### config.mk
export PLATFORM = sky130hd
export DESIGN_NAME = lna_ctrl
export DESIGN_NICKNAME = d
export VERILOG_FILES = /design/src/rtl/lna_ctrl.sv
export SDC_FILE = /design/constraint.sdc
export NUM_CORES = 1
export LEC_CHECK = 0
export BUFFER_PORTS_ARGS = -buffer_cell sky130_fd_sc_hd__buf_4
export CORE_MARGIN = 2
export CORE_UTILIZATION = 45
export DETAILED_ROUTE_END_ITERATION = 10
export PLACE_DENSITY = 0.74
export RECOVER_POWER = 100
export SYNTH_ARGS = -nofsm -noshare
export SYNTH_HDL_FRONTEND = slang
export SYNTH_SLANG_ARGS = --single-unit
### constraint.sdc
create_clock -name clk -period 1.7 [get_ports clk]
set_input_delay 0.255 -clock clk [delete_from_list [all_inputs] [get_ports clk]]
set_output_delay 0.255 -clock clk [all_outputs]
set_load 0.1 [all_outputs]
### src/rtl/lna_ctrl.sv
`default_nettype none
// ============================================================================
//  Module      : lna_ctrl
//  Description : Multi-channel LNA control block on the CPU bus. Each channel
//                has a power-down output, a mode word, a power-up settling
//                FSM with programmable settle time, a settled flag and a
//                sticky settled-event interrupt bit.
//  Revision    : 1.0 - initial multi-channel release
// ============================================================================
module lna_ctrl #(
    parameter int N_CH       = 2,
    parameter int MODE_W     = 3,
    parameter int SETTLE_W   = 16,
    parameter int SETTLE_RST = 100,
    parameter int ADDR_W     = 4
) (
    input  logic                   clk,
    input  logic                   rst,
    input  logic                   valid,
    input  logic [ADDR_W-1:0]      address,
    input  logic [31:0]            wdata,
    input  logic                   wstrb,
    output logic [31:0]            rdata,
    output logic                   ready,
    output logic [N_CH-1:0]        pd,
    output logic [N_CH*MODE_W-1:0] mode,
    output logic [N_CH-1:0]        rf_rdy,
    output logic                   irq
);

    typedef enum logic [1:0] {
        ST_OFF      = 2'd0,
        ST_SETTLING = 2'd1,
        ST_ON       = 2'd2
    } state_t;

    localparam logic [SETTLE_W-1:0] c_SETTLE_RST = SETTLE_W'(SETTLE_RST);
    localparam logic [SETTLE_W-1:0] c_SETTLE_ONE = SETTLE_W'(1);

    logic                r_ready;
    logic [31:0]         r_rdata;
    logic [N_CH-1:0]     r_ctrl;
    logic [N_CH-1:0]     r_pend;
    logic                r_irq;
    logic [SETTLE_W-1:0] r_settle;

    logic                w_acc;
    logic                w_wr;
    logic                w_ctrl_we;
    logic                w_settle_we;
    logic                w_pend_we;
    logic [N_CH-1:0]     w_pend_set;
    logic [N_CH-1:0]     w_pend_nxt;
    logic [N_CH-1:0]     w_settling;
    logic [N_CH-1:0]     w_on;
    logic [SETTLE_W-1:0] w_reload;
    logic [31:0]         w_rdata;

    // An access is taken only while ready is low, so every request gets one ack pulse
    assign w_acc       = valid & ~r_ready;
    assign w_wr        = w_acc & wstrb;
    assign w_ctrl_we   = w_wr && (address == ADDR_W'(0));
    assign w_settle_we = w_wr && (address == ADDR_W'(2));
    assign w_pend_we   = w_wr && (address == ADDR_W'(3));

    // A settle time of zero still needs one cycle in SETTLING
    assign w_reload = (r_settle == '0) ? c_SETTLE_ONE : r_settle;

    // New FSM settle events win over a simultaneous write-one-to-clear
    assign w_pend_nxt = (r_pend & ~(w_pend_we ? wdata[N_CH-1:0] : '0)) | w_pend_set;

    assign ready = r_ready;
    assign rdata = r_rdata;
    assign irq   = r_irq;

    // Register read mux; unmapped addresses and unused bits read zero
    always_comb begin
        w_rdata = '0;
        if (address == ADDR_W'(0)) begin
            w_rdata[N_CH-1:0] = r_ctrl;
        end else if (address == ADDR_W'(1)) begin
            w_rdata[N_CH-1:0]  = w_on;
            w_rdata[16 +: N_CH] = w_settling;
        end else if (address == ADDR_W'(2)) begin
            w_rdata[SETTLE_W-1:0] = r_settle;
        end else if (address == ADDR_W'(3)) begin
            w_rdata[N_CH-1:0] = r_pend;
        end else begin
            for (int i = 0; i < N_CH; i++) begin
                if (address == ADDR_W'(4 + i)) begin
                    w_rdata[MODE_W-1:0] = mode[i*MODE_W +: MODE_W];
                end
            end
        end
    end

    // Bus handshake and shared control/status registers
    always_ff @(posedge clk) begin
        if (rst) begin
            r_ready  <= 1'b0;
            r_rdata  <= '0;
            r_ctrl   <= '0;
            r_settle <= c_SETTLE_RST;
            r_pend   <= '0;
            r_irq    <= 1'b0;
        end else begin
            r_ready <= w_acc;
            if (w_acc) begin
                r_rdata <= w_rdata;
            end
            if (w_ctrl_we) begin
                r_ctrl <= wdata[N_CH-1:0];
            end
            if (w_settle_we) begin
                r_settle <= wdata[SETTLE_W-1:0];
            end
            r_pend <= w_pend_nxt;
            r_irq  <= |w_pend_nxt;
        end
    end

    for (genvar gi = 0; gi < N_CH; gi++) begin : g_ch
        state_t              r_state;
        state_t              w_state_nxt;
        logic [SETTLE_W-1:0] r_cnt;
        logic [SETTLE_W-1:0] w_cnt_nxt;
        logic [MODE_W-1:0]   r_mode;
        logic                r_mode_upd;
        logic                w_mode_we;
        logic                w_set;

        assign w_mode_we = w_wr && (address == ADDR_W'(4 + gi));

        // Mode word plus a one-cycle flag telling the FSM it was rewritten
        always_ff @(posedge clk) begin
            if (rst) begin
                r_mode     <= '0;
                r_mode_upd <= 1'b0;
            end else begin
                r_mode_upd <= w_mode_we;
                if (w_mode_we) begin
                    r_mode <= wdata[MODE_W-1:0];
                end
            end
        end

        // Settling FSM next state: disable has priority over completion and reload
        always_comb begin
            w_state_nxt = r_state;
            w_cnt_nxt   = r_cnt;
            w_set       = 1'b0;
            case (r_state)
                ST_OFF: begin
                    if (r_ctrl[gi]) begin
                        w_state_nxt = ST_SETTLING;
                        w_cnt_nxt   = w_reload;
                    end
                end
                ST_SETTLING: begin
                    if (!r_ctrl[gi]) begin
                        w_state_nxt = ST_OFF;
                    end else if (r_cnt == c_SETTLE_ONE) begin
                        w_state_nxt = ST_ON;
                        w_set       = 1'b1;
                    end else begin
                        w_cnt_nxt = r_cnt - c_SETTLE_ONE;
                    end
                end
                ST_ON: begin
                    if (!r_ctrl[gi]) begin
                        w_state_nxt = ST_OFF;
                    end else if (r_mode_upd) begin
                        w_state_nxt = ST_SETTLING;
                        w_cnt_nxt   = w_reload;
                    end
                end
                default: begin
                    w_state_nxt = ST_OFF;
                end
            endcase
        end

        // Settling FSM state and counter registers
        always_ff @(posedge clk) begin
            if (rst) begin
                r_state <= ST_OFF;
                r_cnt   <= '0;
            end else begin
                r_state <= w_state_nxt;
                r_cnt   <= w_cnt_nxt;
            end
        end

        assign pd[gi]         = (r_state == ST_OFF);
        assign rf_rdy[gi]     = (r_state == ST_ON);
        assign w_on[gi]       = (r_state == ST_ON);
        assign w_settling[gi] = (r_state == ST_SETTLING);
        assign w_pend_set[gi] = w_set;
        assign mode[gi*MODE_W +: MODE_W] = r_mode;
    end

endmodule
`default_nettype wire

# Word-level counts from Yosys, hierarchy flattened
# Cells that the tools add are included.
[totals]
output_inout_bits = 44
ff_bits = 84
wordCells = 106
input_bits = 40
[classes]
muxes = 43
n_bitwise = 6
add_sub_neg = 2
reduce_logical = 16
n_eq_ne = 25
[op_table]
columns = ["operator", "count"]
rows = [
  ["16-bit 2-to-1 mux", 12],
  ["16-bit one-hot mux with 3 select lines", 2],
  ["16-bit by 1-bit equality test with 1-bit output, second input constant", 2],
  ["16-bit by 1-bit subtractor with 16-bit output, second input constant", 2],
  ["2-bit 2-to-1 mux", 15],
  ["16-bit zero test", 1],
  ["14-bit 2-to-1 mux", 1],
  ["13-bit 2-to-1 mux", 1],
  ["2-bit by 1-bit != test with 1-bit output, second input constant", 6],
  ["3-bit by 2-bit != test with 1-bit output, second input constant", 4],
  ["2-bit one-hot mux with 3 select lines", 2],
  ["6-bit AND reduction", 2],
  ["3-bit 2-to-1 mux", 3],
  ["4-bit by 2-bit equality test with 1-bit output, second input constant", 2],
  ["4-bit by 3-bit equality test with 1-bit output, second input constant", 2],
  ["2-bit != test, second input constant", 4],
  ["1-bit 2-to-1 mux", 7],
  ["3-bit AND reduction", 2],
  ["3-bit nonzero test", 2],
  ["1-bit logical AND", 5],
  ["2-bit by 1-bit equality test with 1-bit output, second input constant", 2],
  ["2-bit equality test, second input constant", 2],
  ["4-bit by 1-bit equality test with 1-bit output, second input constant", 1],
  ["2-bit zero test", 2],
  ["other kinds (7)", 8],
]

# Depth between registers and ports, before layout
[logic_depth]
ltp_word = 9
ltp_mapped = 8
mapped_depth_nobuf = 7

# Worst setup path after synthesis
# Ideal clock, no wire load.
[synth_path]
path_type = "reg-to-reg"
start = "register r_ready, in the netlist ready"
end = "register r_settle[15]"
path_buffers = 2
stages_incl_launch_ff = 8
t_required_ps = 1630
arrival_time_ps = 1986
synth_period_minus_slack_ps = 2057
slack_ps = -357
path_cell_list = "dfxtp_1 nand2b_1 buf_2 nor4_2 nand2_1 clkbuf_1 nand2_1 a21oi_1"
[synth_via]
elab_chain_len = 4
[synth_lines]
columns = ["item", "line", "text"]
rows = [
  ["from (decl)", "40", "logic r_ready;"],
  ["from (signal assigned)", "107", "r_ready <= w_acc;"],
  ["1-bit inverter", "60", "assign w_acc = valid & ~r_ready;"],
  ["1-bit AND", "60", ""],
  ["1-bit AND", "61", "assign w_wr = w_acc & wstrb;"],
  ["1-bit logical AND", "63", "assign w_settle_we = w_wr && (address == ADDR_W'(2));"],
  ["to (signal assigned)", "103", "r_settle <= c_SETTLE_RST;"],
  ["to (signal assigned)", "115", "r_settle <= wdata[SETTLE_W-1:0];"],
  ["to (decl)", "45", "logic [SETTLE_W-1:0] r_settle;"],
]
# Every way passes these cells.
# A chain may end at the register's enable or synchronous reset.

# Worst setup path after layout
[layout_path]
start = "register g_ch[0].r_cnt[1]"
end = "register g_ch[0].r_cnt[14]"
[layout_via]
elab_chain_len = 4
elab_cells_between_ends = 7
cone_classes = "add/sub: 1; eq/ne: 2; mux: 3; reduce/logical: 1"
[layout_lines]
columns = ["item", "line", "text"]
rows = [
  ["from (decl)", "125", "logic [SETTLE_W-1:0] r_cnt;"],
  ["from (signal assigned)", "190", "r_cnt <= w_cnt_nxt;"],
  ["16-bit by 1-bit subtractor with 16-bit output", "166", "w_cnt_nxt = r_cnt - c_SETTLE_ONE;"],
  ["16-bit 2-to-1 mux", "162", "end else if (r_cnt == c_SETTLE_ONE) begin"],
  ["16-bit 2-to-1 mux", "160", "if (!r_ctrl[gi]) begin"],
  ["16-bit one-hot mux with 3 select lines", "152", "case (r_state)"],
]
# Parallel ways exist; a longest one is shown, timed or not. The select of a mux whose other input is x is not followed.

==> flow_metrics.tcl <==
set metrics [dict create \
    n_fill_cell 838 \
    die_height_um 102 \
    post_synth_inst_count 547 \
    dpl_cell_area_mm2 0.00524 \
    failed_checks "setup timing" \
    hold_viol 0 \
    netlist.top_cell.by_area "sky130_fd_sc_hd__dfxtp_1" \
    num_io_pins 84 \
    avgRoutedWirePerCell_um 15.5 \
    setup-violations-final 1 \
    synth_enable_flop_cells 0 \
    synth.yosys.warnings 0 \
    fin_crit_ns 1.70 \
    grt_start_max_net_pins 56 \
    cellPowerDensity_mw_per_mm2 693 \
    post-route-drc-count 0 \
    maximum_vdd_drop_mv 0.543 \
    cts-root-to-sink-buffers 2 \
    clock.fmax_ghz 0.587 \
    initial_core_util_pct 46.6 \
    cts_tree "done" \
    timing.hold.ws_ns 0.148 \
    finalInstanceArea_mm2 0.00554 \
    gpl.final_weighted_congestion 0.845 \
    clock_latency_ns 0.36 \
    fin_worst_skew_ns 0.00926 \
    async_flop_share_pct 0 \
    grt.overflow.total 0 \
    unrepaired_setup_endpoints_after_global_routing "true" \
    fin_max_slew_vios 0 \
    worst_slack_ns -0.00470 \
    grt.total_usage_pct 23.7 \
    port-buffer-count 53 \
    root_buffer "sky130_fd_sc_hd__clkbuf_8" \
    hold_path_class "in -> reg" \
    ys_ff_latch 84 \
    syn_area_per_cell_um2 7.95 \
    synth.cell_area_mm2 0.00435 \
    finalNetCount 684 \
    drt-pass1-iter-count 5 \
    die-width_um 102 \
    hpwlAfterDp_um 8310 \
    synth_flop_cell "sky130_fd_sc_hd__dfxtp_1" \
    worstSetupEndpointType "flip-flop" \
    htree_num_levels 3 \
    worstPathMaxFanout 5 \
    critical_path.startpoint_type "flip-flop" \
    layout.core_utilization_pct 59.3 \
    synth_top_area_share_pct 38.7 \
    required_worst_endpoint_ns 1.91 \
    arrival_ns 1.92 \
    ys_types 60 \
    worst_pin_slew_ns 0.628 \
    post-place-ws_ns -0.114 \
    core-area_mm2 0.00933 \
    detailroute.via_count 4385 \
    synth.top_cells.by_area "sky130_fd_sc_hd__dfxtp_1 39%, sky130_fd_sc_hd__a21oi_1 6.8%, sky130_fd_sc_hd__nand2_1 6.4%" \
    clock_sink_count 84 \
    synth_most_common_cell "sky130_fd_sc_hd__dfxtp_1" \
    remaining_number_of_nets_flagged_by_the_antenna_check_after_routing 0 \
    antennaDiodeCount 0 \
    dr.first_iter.drc_count 419 \
    finalWirelength_um 12000 \
    run_status "finished, violations left" \
    syn2layout_area_growth_pct 27.3 \
    leakage_power_nw 2.18 \
    clk_pin_slew_worst_paths_ns 0.09 \
    rows 35 \
    tritoncts.num_buffers 9 \
    synth_commonest_cells "84 x sky130_fd_sc_hd__dfxtp_1, 74 x sky130_fd_sc_hd__nand2_1, 59 x sky130_fd_sc_hd__a21oi_1" \
    vias_in_the_first_global_route 4117 \
    max_transition_margin_pct 58.1 \
    final_min_period_over_clock_period_pct 100 \
    drive_gt1_share_pct 29.5 \
    via_per_inst 5.67 \
    critical_path_class "reg -> reg" \
    global_route_wire_length_before_repair_um 19800 \
    p_total_mw 3.84 \
    antenna_found_initial 0 \
    design.die.area_mm2 0.0105 \
    maxCapViolations 0 \
    synth-seq-area-share_pct 38.7 \
]
-- where the power goes --
part | internal [mW] | switching [mW] | leakage, nW | total, mW
sequential | 1.98 | 0.00932 | 0.681 | 1.99
clock | 0.673 | 0.766 | 0.0977 | 1.44
combinational | 0.100 | 0.311 | 1.40 | 0.411
-- state kept, by name, indices dropped and copies added, names as in the netlist --
name             count
irq                  1
g_ch.r_mode          6
r_pend               2
ready                1
g_ch.r_mode_upd      2
r_settle            16
rdata               18
r_ctrl               2
g_ch.r_cnt          32
g_ch.r_state         4
-- cell type report --
cell class,instances,area [um2],area share [%]
clock buffer,11,163,2.94
timing repair buffer,119,882,15.9
clock inverter,5,41.3,0.746
inverter,13,48.8,0.882
sequential,84,1690,30.6
multi-input combinational,413,2550,46.0
tap,129,161,2.92
-- timing repair --
action | in CTS | in global routing
gates resized for setup | 13 | 28
hold endpoints to repair | 0 | 0
hold buffers | 0 | 0
buffers inserted | 0 | 3
pin swaps | 1 | 12
setup endpoints to repair | 21 | 50
gates cloned | 0 | 1
-- critical path, stage by stage (launching register included) --
cell	delay, ns
sky130_fd_sc_hd__dfxtp_2	0.33
sky130_fd_sc_hd__inv_2	0.06
sky130_fd_sc_hd__buf_4	0.11
sky130_fd_sc_hd__ha_4	0.12
sky130_fd_sc_hd__nor3b_4	0.27
sky130_fd_sc_hd__nand2_2	0.15
sky130_fd_sc_hd__o31a_1	0.33
sky130_fd_sc_hd__o21ai_1	0.12
sky130_fd_sc_hd__a21oi_1	0.08
-- worst paths after layout --
path                startpoint  slack (ns)  depth (start not counted)                 to
max           g_ch[0].r_cnt[1]      -0.005                          8  g_ch[0].r_cnt[14]
min                  wdata[12]        0.15                          3       r_settle[12]
max reg2reg   g_ch[0].r_cnt[1]      -0.005                          8  g_ch[0].r_cnt[14]
min reg2reg  g_ch[1].r_cnt[13]        0.50                          2  g_ch[1].r_cnt[13]
-- stage by stage --
stage	std cells	TNS, ns
after detailed placement	754	-0.698
after global placement	754	-0.169
after floorplan	560	0
after global routing	774	-2.05
after CTS	770	0
final	774	-0.00470
-- cell usage in the layout (no fill, tap or decap), types with 8 or more instances in the layout --
cell type,n
sky130_fd_sc_hd__buf_4,82
sky130_fd_sc_hd__dfxtp_1,76
sky130_fd_sc_hd__nand2_1,71
sky130_fd_sc_hd__a21oi_1,55
sky130_fd_sc_hd__nor2_1,49
sky130_fd_sc_hd__nand3_1,30
sky130_fd_sc_hd__clkbuf_2,27
sky130_fd_sc_hd__o21ai_1,18
sky130_fd_sc_hd__a22oi_1,17
sky130_fd_sc_hd__o21ai_0,14
sky130_fd_sc_hd__conb_1,14
sky130_fd_sc_hd__nand2b_1,11
sky130_fd_sc_hd__inv_1,10
sky130_fd_sc_hd__nor3_1,10
sky130_fd_sc_hd__clkbuf_8,10
sky130_fd_sc_hd__mux2i_1,8
sky130_fd_sc_hd__dfxtp_2,8
-- layer usage --
| layer | routed length (um) | share of wire [%] | global-route usage, % | vias to the layer above |
|---|---|---|---|---|
| li1 | - | - | - | 2118 |
| met1 | 5150 | 43 | 31.0 | 2096 |
| met2 | 6030 | 50 | 40.3 | 153 |
| met3 | 645 | 5.4 | 3.21 | 18 |
| met4 | 181 | 1.5 | 8.00 | 0 |
| met5 | 0 | 0 | 0 | - |
-- cell families (layout without fill, tap and decap cells) --
group                      Yosys count  after routing  share of synthesized area, %
DFF                                 84             84                          38.7
AOI/OAI and AO/OA                  161            161                          23.9
other                                1             14                        0.0863
and+or+nand+nor                    224            224                          26.6
adders and majority gates            4              4                          1.15
buffers and inverters               63            148                          7.23
muxes                               10             10                          2.36
Power figures use the tool's default switching activity.
